<file path="config.mk">
export PLATFORM = sky130hd
export DESIGN_NAME = nibble_out_responder_flat
export DESIGN_NICKNAME = d
export VERILOG_FILES = /design/src/rtl/nibble_out_responder_if.sv /design/src/rtl/nibble_out_responder.sv /design/src/flat_wrapper.sv
export SDC_FILE = /design/constraint.sdc
export NUM_CORES = 1
export LEC_CHECK = 0
export BUFFER_PORTS_ARGS = -buffer_cell sky130_fd_sc_hd__buf_2
export CAP_MARGIN = 5
export CORE_MARGIN = 3
export CORE_UTILIZATION = 58
export DETAILED_ROUTE_END_ITERATION = 7
export PLACE_DENSITY = 0.77
export SETUP_SLACK_MARGIN = 0.02
export SYNTH_ARGS = -nofsm -noshare
export SYNTH_HDL_FRONTEND = slang
export SYNTH_SLANG_ARGS = --single-unit
</file>
<file path="constraint.sdc">
create_clock -name clk -period 3.4 [get_ports clk]
set_input_delay 0.17 -clock clk [delete_from_list [all_inputs] [get_ports clk]]
set_output_delay 0.17 -clock clk [all_outputs]
set_load 0.02 [all_outputs]
</file>
<file path="src/rtl/nibble_out_responder_if.sv">
// CPU-side nibble port and host-side byte stream for nibble_out_responder.
interface nibble_out_responder_if;
    logic [3:0] cpu_data;
    logic [3:0] cpu_ctrl;
    logic [3:0] cpu_status;
    logic [7:0] host_data;
    logic       host_valid;
    logic       host_ready;

    // Driver side: the CPU output ports plus the host consumer
    modport master (
        output cpu_data,
        output cpu_ctrl,
        output host_ready,
        input  cpu_status,
        input  host_data,
        input  host_valid
    );

    // Responder side
    modport slave (
        input  cpu_data,
        input  cpu_ctrl,
        input  host_ready,
        output cpu_status,
        output host_data,
        output host_valid
    );
endinterface

</file>
<file path="src/rtl/nibble_out_responder.sv">
// Nibble-to-byte responder: assembles CPU nibble writes into bytes,
// buffers them in a FIFO and drains them over a valid/ready host port.
module nibble_out_responder #(
    parameter int FIFO_DEPTH = 8
) (
    input  logic                   clk,
    input  logic                   reset,
    nibble_out_responder_if.slave  bus
);
    localparam int PTR_W = $clog2(FIFO_DEPTH);
    localparam int CNT_W = PTR_W + 1;
    localparam logic [CNT_W-1:0] DEPTH_C = CNT_W'(FIFO_DEPTH);

    logic             r_strobe_q;
    logic             r_ack;
    logic [3:0]       r_low_nibble;
    logic             r_low_pending;
    logic             r_overflow;
    logic [7:0]       r_mem [FIFO_DEPTH];
    logic [PTR_W-1:0] r_wr_ptr;
    logic [PTR_W-1:0] r_rd_ptr;
    logic [CNT_W-1:0] r_count;
    logic [7:0]       r_host_data;

    logic             w_event;
    logic             w_half;
    logic             w_flush;
    logic             w_full;
    logic             w_empty;
    logic             w_valid;
    logic             w_pop;
    logic             w_lo_evt;
    logic             w_hi_evt;
    logic             w_push;
    logic             w_drop;
    logic [7:0]       w_byte;
    logic [PTR_W-1:0] w_rd_inc;
    logic [CNT_W-1:0] w_count_next;
    logic [7:0]       w_head_next;
    logic             w_unused_ctrl3;

    assign w_event  = bus.cpu_ctrl[0] ^ r_strobe_q;
    assign w_half   = bus.cpu_ctrl[1];
    assign w_flush  = bus.cpu_ctrl[2];
    assign w_unused_ctrl3 = bus.cpu_ctrl[3];

    assign w_full   = (r_count == DEPTH_C);
    assign w_empty  = (r_count == '0);
    assign w_valid  = !w_empty && !w_flush;
    assign w_pop    = w_valid && bus.host_ready;

    assign w_lo_evt = w_event && !w_half && !w_flush;
    assign w_hi_evt = w_event &&  w_half && !w_flush;
    assign w_byte   = {bus.cpu_data, r_low_pending ? r_low_nibble : 4'h0};
    // A full FIFO still accepts the byte when the host frees a slot this cycle
    assign w_push   = w_hi_evt && (!w_full || w_pop);
    assign w_drop   = w_hi_evt && w_full && !w_pop;
    assign w_rd_inc = r_rd_ptr + PTR_W'(1);

    // Next occupancy and next head byte; the head is held in a register so
    // host_data keeps the last byte once the FIFO drains
    always_comb begin
        w_count_next = r_count;
        w_head_next  = r_host_data;
        if (w_flush) begin
            w_count_next = '0;
        end else begin
            if (w_push && !w_pop)
                w_count_next = r_count + CNT_W'(1);
            else if (w_pop && !w_push)
                w_count_next = r_count - CNT_W'(1);

            if (w_pop) begin
                if (r_count > CNT_W'(1))
                    w_head_next = r_mem[w_rd_inc];
                else if (w_push)
                    w_head_next = w_byte;
            end else if (w_push && w_empty) begin
                w_head_next = w_byte;
            end
        end
    end

    // Control state, pointers and status bits
    always_ff @(posedge clk) begin
        if (reset) begin
            r_strobe_q    <= 1'b0;
            r_ack         <= 1'b0;
            r_low_nibble  <= 4'h0;
            r_low_pending <= 1'b0;
            r_overflow    <= 1'b0;
            r_wr_ptr      <= '0;
            r_rd_ptr      <= '0;
            r_count       <= '0;
            r_host_data   <= 8'h00;
        end else begin
            r_strobe_q  <= bus.cpu_ctrl[0];
            r_count     <= w_count_next;
            r_host_data <= w_head_next;
            if (w_event)
                r_ack <= ~r_ack;
            if (w_flush) begin
                r_wr_ptr      <= '0;
                r_rd_ptr      <= '0;
                r_low_pending <= 1'b0;
                r_overflow    <= 1'b0;
            end else begin
                if (w_lo_evt) begin
                    r_low_nibble  <= bus.cpu_data;
                    r_low_pending <= 1'b1;
                end else if (w_hi_evt) begin
                    r_low_pending <= 1'b0;
                end
                if (w_drop)
                    r_overflow <= 1'b1;
                if (w_push)
                    r_wr_ptr <= r_wr_ptr + PTR_W'(1);
                if (w_pop)
                    r_rd_ptr <= w_rd_inc;
            end
        end
    end

    // FIFO storage, written on accepted pushes only
    always_ff @(posedge clk) begin
        if (w_push && !reset)
            r_mem[r_wr_ptr] <= w_byte;
    end

    assign bus.cpu_status = {r_overflow, w_empty, w_full, r_ack};
    assign bus.host_valid = w_valid;
    assign bus.host_data  = r_host_data;
endmodule

</file>
<file path="src/flat_wrapper.sv">
// flat-port wrapper written by rule: the top's interface ports become plain ports
module nibble_out_responder_flat 
#(
    parameter int FIFO_DEPTH = 8
)
  (clk, reset, bus_cpu_data, bus_cpu_ctrl, bus_host_ready, bus_cpu_status, bus_host_data, bus_host_valid);
  nibble_out_responder_if bus_i ();
  input  logic clk;
  input  logic reset;
  input wire logic [$bits(bus_i.cpu_data)-1:0] bus_cpu_data;
  input wire logic [$bits(bus_i.cpu_ctrl)-1:0] bus_cpu_ctrl;
  input wire logic [$bits(bus_i.host_ready)-1:0] bus_host_ready;
  output wire logic [$bits(bus_i.cpu_status)-1:0] bus_cpu_status;
  output wire logic [$bits(bus_i.host_data)-1:0] bus_host_data;
  output wire logic [$bits(bus_i.host_valid)-1:0] bus_host_valid;
  assign bus_i.cpu_data = bus_cpu_data;
  assign bus_i.cpu_ctrl = bus_cpu_ctrl;
  assign bus_i.host_ready = bus_host_ready;
  assign bus_cpu_status = bus_i.cpu_status;
  assign bus_host_data = bus_i.host_data;
  assign bus_host_valid = bus_i.host_valid;
  nibble_out_responder #(.FIFO_DEPTH(FIFO_DEPTH)) u_core (.clk(clk), .reset(reset), .bus(bus_i));
endmodule
</file>
Word level (Yosys, flattened, before mapping):

Memory sizes are Yosys's and may differ from the RTL's.
Index checks and enable logic that the tools add are counted.

* register bits after elaboration: 26
* bits in latches: 0
* RAM bits: 64
* bits in read-only memories: 0
* input port bits: 11
* output and inout port bits: 13
* memories: 1

* add/subtract/negate cells: 4
* multiply operators: 0
* divide/modulo/power cells: 0
* order comparisons: 1
* equal/unequal tests: 2
* shifts and indexed selects: 0
* multiplexer cells: 11
* bitwise logic cells: 3
* reductions and logical operators: 28

Memories
* u_core.r_mem: depth 8, bits a word 8, read ports 1, clocked after Yosys merged registers in 0, wr ports 1, RTL line nibble_out_responder.sv:19 `logic [7:0] r_mem [FIFO_DEPTH];`

Operators with widths (number)
* 8-bit 2-to-1 mux: 4
* 1-bit logical AND: 13
* 4-bit 2-to-1 mux: 3
* 1-bit logical NOT: 7
* 3-bit by 1-bit adder with 3-bit output, second input constant: 2
* 2-bit nonzero test: 3
* 4-bit by 1-bit adder with 4-bit output, second input constant: 1
* 4-bit == test, second input constant: 1
* 4-bit by 1-bit > comparator with 1-bit output, second input constant: 1
* 4-bit logical NOT: 1
* 1-bit 2-to-1 mux: 4
* 4-bit by 1-bit subtractor with 4-bit output, second input constant: 1
* 3-bit != test, second input constant: 1
* 3-bit AND reduction: 1
* 1-bit inverter: 2
* 2-bit AND reduction: 1
* 2-bit OR reduction: 1
* 1-bit logical OR: 1
* 1-bit XOR: 1

Depth between registers and ports, before layout:

* depth after elaboration: 10
* mapped depth: 11

Worst setup path before layout:

No wires, ideal clock.

* kind: reg2reg
* from: register u_core.r_count[0]
* to: memory u_core.r_mem[4][0], enable pin
* library setup time: 0.395 ns
* arrival: 2.113 ns
* path slack: 0.892 ns
* stages on the path, launching flop included: 9
* path buffers: 0
* period minus slack after synthesis: 2.508 ns
* cells stage by stage: dfxtp_1 -> inv_1 -> ha_1 -> and3b_1 -> nand2_1 -> nand2_1 -> inv_1 -> nand2_1 -> nor4_1

RTL lines
* start: declaration: RTL line nibble_out_responder.sv:22 `logic [CNT_W-1:0] r_count;`
* start signal: assignment: RTL line nibble_out_responder.sv:98 `r_count <= w_count_next;`
* 4-bit == test: RTL line nibble_out_responder.sv:47 `assign w_full = (r_count == DEPTH_C);`
* named net u_core.w_full: RTL line nibble_out_responder.sv:28 `logic w_full;`
* 1-bit logical NOT: RTL line nibble_out_responder.sv:56 `assign w_push = w_hi_evt && (!w_full || w_pop);`
* 1-bit logical OR: RTL line nibble_out_responder.sv:56
* 1-bit logical AND: RTL line nibble_out_responder.sv:56
* 1-bit logical AND: RTL line nibble_out_responder.sv:126 `if (w_push && !reset)`
* 1-bit 2-to-1 mux: RTL line nibble_out_responder.sv:126
* 1-bit 2-to-1 mux (not written as such): RTL line nibble_out_responder.sv:127 `r_mem[r_wr_ptr] <= w_byte;`
* end: declaration: RTL line nibble_out_responder.sv:19

The timed path passes the listed nets, and every way through them passes these cells.

Worst setup path in the final report:

* from: register u_core.r_count[0]
* to: register u_core.r_count[3]

* cells in the longest elaborated chain, start to end: 9

Ends and longest elaborated chain
* 4-bit logical NOT: RTL line nibble_out_responder.sv:48 `assign w_empty = (r_count == '0);`
* 1-bit logical NOT: RTL line nibble_out_responder.sv:49 `assign w_valid = !w_empty && !w_flush;`
* 1-bit logical AND: RTL line nibble_out_responder.sv:49
* 1-bit logical AND: RTL line nibble_out_responder.sv:50 `assign w_pop = w_valid && bus.host_ready;`
* 1-bit logical OR: RTL line nibble_out_responder.sv:56
* 1-bit logical AND: RTL line nibble_out_responder.sv:56
* 1-bit logical NOT: RTL line nibble_out_responder.sv:70 `else if (w_pop && !w_push)`
* 1-bit logical AND: RTL line nibble_out_responder.sv:70
* 2-bit nonzero test (no line)

Several ways; a longest one is shown, not always the timed one. The select of a mux whose other input is x is not followed.
A chain may end at the register's enable or synchronous reset.

==> out/summary.md <==
* **xor/xnor cell area share of the yosys netlist** 2.48%
* **antenna violations before repair** 0
* **syn nets** 265
* **initial core utilization** 60.1%
* **dpl hpwl** 4520 um
* **Layout area overhead** 9.42%
* **outcome** completed
* **Port-buffer cells** 22
* **cells on worst reg2reg path** 10
* **diodes inserted** 0
* **number of flip-flops and latches in the synthesized netlist** 90
* **classification of the worst setup path** reg -> reg
* **die outline height** 87.4 um
* **dominant register cell in the synthesized netlist** sky130_fd_sc_hd__edfxtp_1
* **CP max FO** 6
* **number of rows in the core area** 29
* **CTS sink count** 90
* **count of maximum capacitance violations** 0
* **fraction of synthesized area in multiplexers** 13.6%
* **clock buffers created by TritonCTS** 9
* **dominant cells by area after synthesis** sky130_fd_sc_hd__edfxtp_1, sky130_fd_sc_hd__dfxtp_1, sky130_fd_sc_hd__mux4_1
* **Resize count post-CTS** 0
* **count of antenna-violating nets left after detailed routing** 0
* **overall routing resource usage** 19.4%
* **clock-pin slew on the worst setup and hold paths** 0.09 ns
* **count of buffers added by post-CTS timing repair for setup** 0
* **most heavily used metal layer in global routing** met2
* **global-route wire length before repair** 10600 um
* **Worst-Margin Slew** 0.720 ns
* **via density per instance** 5.89
* **number of enable flip-flop cells after synthesis** 64
* **number of hold-repair buffers added at the cts stage** 0
* **vias in the first global route** 2114
* **Post-Synth Simple-Gate Area** 10.4%
* **final clock skew** 0.00657 ns
* **post-detailed-route wirelength per cell** 18.8 um
* **startpoint of the lowest-slack register-to-register path** u_core.r_count[0]
* **critical path capture point type** register
* **leakage power** 1.46 nW
* **met2 capacity usage during global routing** 32.9%
* **share of flip-flops with an asynchronous set or reset** 0%
* **number of cells after detailed placement** 344
* **final count of hold timing violations** 0
* **final WL** 6760 um
* **number of H-tree branching levels** 3
* **share of the yosys chip area belonging to registers** 63.6%
* **end point of the most critical hold path** u_core.r_strobe_q
* **worst voltage drop across the vdd grid** 290 uV
* **Adder-Cell Fraction of Synth Area** 1.96%
* **worst reg2reg endpoint** u_core.r_count[3]
* **number of warnings issued by yosys** 0
* **length of the first detailed-routing pass in iterations** 5
* **biggest area consumer among synthesized cells** sky130_fd_sc_hd__edfxtp_1
* **synthesized area divided by synthesized cell count** 15.5 sq um
* **worst hold path stage count** 2
* **Worst path slowest cell** sky130_fd_sc_hd__dfxtp_1
* **commonest cells in the synthesized netlist** sky130_fd_sc_hd__edfxtp_1, sky130_fd_sc_hd__dfxtp_1, sky130_fd_sc_hd__nor2_1
* **fin cells** 360
* **I/O pins** 24
* **most frequent cell after synthesis** sky130_fd_sc_hd__edfxtp_1
* **Crit path arrival time** 2.72 ns
* **Compound-Gate Fraction of Synth Area** 4.53%
* **count of mapped cells out of synthesis** 248
* **Remaining Overflow, GRT** 0
* **top cell family by delay on the critical path** simple AND/OR/NAND/NOR gates
* **area share of the largest cell type after synthesis** 50.0%
* **global-route met3 utilization** 3.97%
* **worst path cell trace** inv_1 > ha_1 > nor3b_2 > nor2_1 > inv_1 > ha_1 > or4_1 > a21oi_1 > xnor2_1 > nor2_1
* **setup repair after global routing missed its margin** no
* **Worst Hold Launch** bus_cpu_ctrl[0]
* **max_slew headroom** 51.7%
* **via count** 2120
* **die outline area** 0.00763 sq mm
* **time the worst path needs with I/O delays and setup** 2.48 ns
* **mapped cell area** 0.00384 sq mm
* **max-slew violation total from the final report** 0
* **Post-Route Hold Slack** 0.0826 ns
* **buffer type at the clock tree root** sky130_fd_sc_hd__clkbuf_8
* **buffer and inverter count on the worst path** 2
* **total setup violations reported at the end of the flow** 0
* **Total Negative Setup Slacks** 0 ns
* **maximum number of pins on one net before global-route repair** 22
* **total core area** 0.00639 sq mm
* **met1 capacity usage during global routing** 23.8%
* **maximum cell stage delay along the critical path** 0.43 ns
* **largest family of logic cells by synthesized area** multiplexers
* **P per Cell Area** 476 mW/mm^2
* **startpoint type of the worst setup path** register
* **setup slack on the worst flop-to-flop path** 0.92 ns
* **ratio of cells with drive above 1 in the final layout** 20.8%
* **classification of the worst-slack hold path** in -> reg
* **TritonCTS clock tree** done
* **Net count, final** 295
* **number of remaining DRC errors** 0
* **width of the chip** 87.4 um
* **final weighted congestion in routability-driven placement** 0.768
* **Req. time, crit path** 3.64 ns
* **fmax** 0.404 GHz
* **number of fillers in the final layout** 460
* **crit share post-route** 72.9%
* **source-to-sink clock delay at the later pin of the worst-skew pair** 0.35 ns
* **maximum number of buffers from clock root to sink** 2
* **initial drt markers** 201
* **synth unique cells** 47
## area by class of cell
type / instances / area, sq um / share of cell area, %
Clock buffer: 10 / 138 / 3.28
Multi-Input combinational cell: 140 / 1270 / 30.3
Sequential cell: 90 / 2440 / 58.1
Timing Repair Buffer: 31 / 178 / 4.23
Clock inverter: 6 / 53.8 / 1.28
Tap cell: 77 / 96.3 / 2.29
Inverter: 6 / 22.5 / 0.536
## per-stage QoR
step	utilization, %	power, mW	worst slack [ns]	instance area, sq um
3_5_place_dp	62.8	1.35	0.948	4010
5_1_grt	65.8	2.10	0.726	4200
2_1_floorplan	-	1.31	0.892	3840
3_3_place_gp	62.8	1.34	0.957	4010
6_report	65.8	2.00	0.923	4200
4_1_cts	65.8	2.03	0.917	4200
## per-layer routing
layer / routed length, um / share of wire [%]
met1: 2620 / 39
met2: 3540 / 52
met3: 530 / 7.8
met4: 76 / 1.1
met5: 0 / 0
## power breakdown
group          switching [mW]  internal (mW)
clock network           0.379          0.301
logic                  0.0800         0.0490
registers              0.0105           1.18
total                   0.470           1.53
## registers in the layout (all words and copies together) (netlist names)
signal / count
u_core.r_low_nibble: 4
u_core.r_mem: 64
u_core.r_ack: 1
u_core.r_rd_ptr: 3
u_core.r_low_pending: 1
u_core.r_wr_ptr: 3
u_core.bus.host_data: 8
u_core.r_overflow: 1
u_core.r_strobe_q: 1
u_core.r_count: 4
## worst max path at each step
stage / end / slack (ns) / startpoint / depth (start not counted)
after floorplan: u_core.r_mem[4][0] / 0.89 / u_core.r_count[0] / 8
after global placement: u_core.r_count[3] / 0.96 / u_core.r_count[0] / 10
after detailed placement: u_core.r_count[3] / 0.95 / u_core.r_count[0] / 10
after CTS: u_core.r_count[3] / 0.92 / u_core.r_count[0] / 10
after global routing: u_core.r_count[3] / 0.73 / u_core.r_count[0] / 10
final: u_core.r_count[3] / 0.92 / u_core.r_count[0] / 10
## logic make-up (layout without fill, tap and decap cells)
group,count (synthesis),in the layout
AOI/OAI and AO/OA,23,23
DFF,90,90
muxes,27,27
buffers and inverters,18,53
adders and majority gates,6,6
and+or+nand+nor,74,74
xor gates and xnor gates,10,10
## cell usage in the layout, fill, tap and decap left out, drive strengths merged, types with 2 or more instances in the layout
| master | netlist | layout |
|---|---|---|
| mux2i | 11 | 11 |
| o21ai | 2 | 2 |
| dfxtp | 26 | 26 |
| xnor2 | 4 | 4 |
| xor2 | 6 | 6 |
| nor2 | 25 | 25 |
| ha | 6 | 6 |
| inv | 6 | 11 |
| clkbuf | 4 | 10 |
| and2 | 4 | 4 |
| nand2 | 13 | 13 |
| and2b | 2 | 2 |
| edfxtp | 64 | 64 |
| nor4b | 2 | 2 |
| mux4 | 16 | 16 |
| nor3 | 10 | 10 |
| o22ai | 3 | 3 |
| or2 | 3 | 3 |
| nand2b | 2 | 2 |
| a221o | 4 | 4 |
| a21oi | 9 | 9 |
| or3 | 5 | 5 |
| buf | 8 | 31 |
No activity file was read; power rests on OpenSTA's default activity.
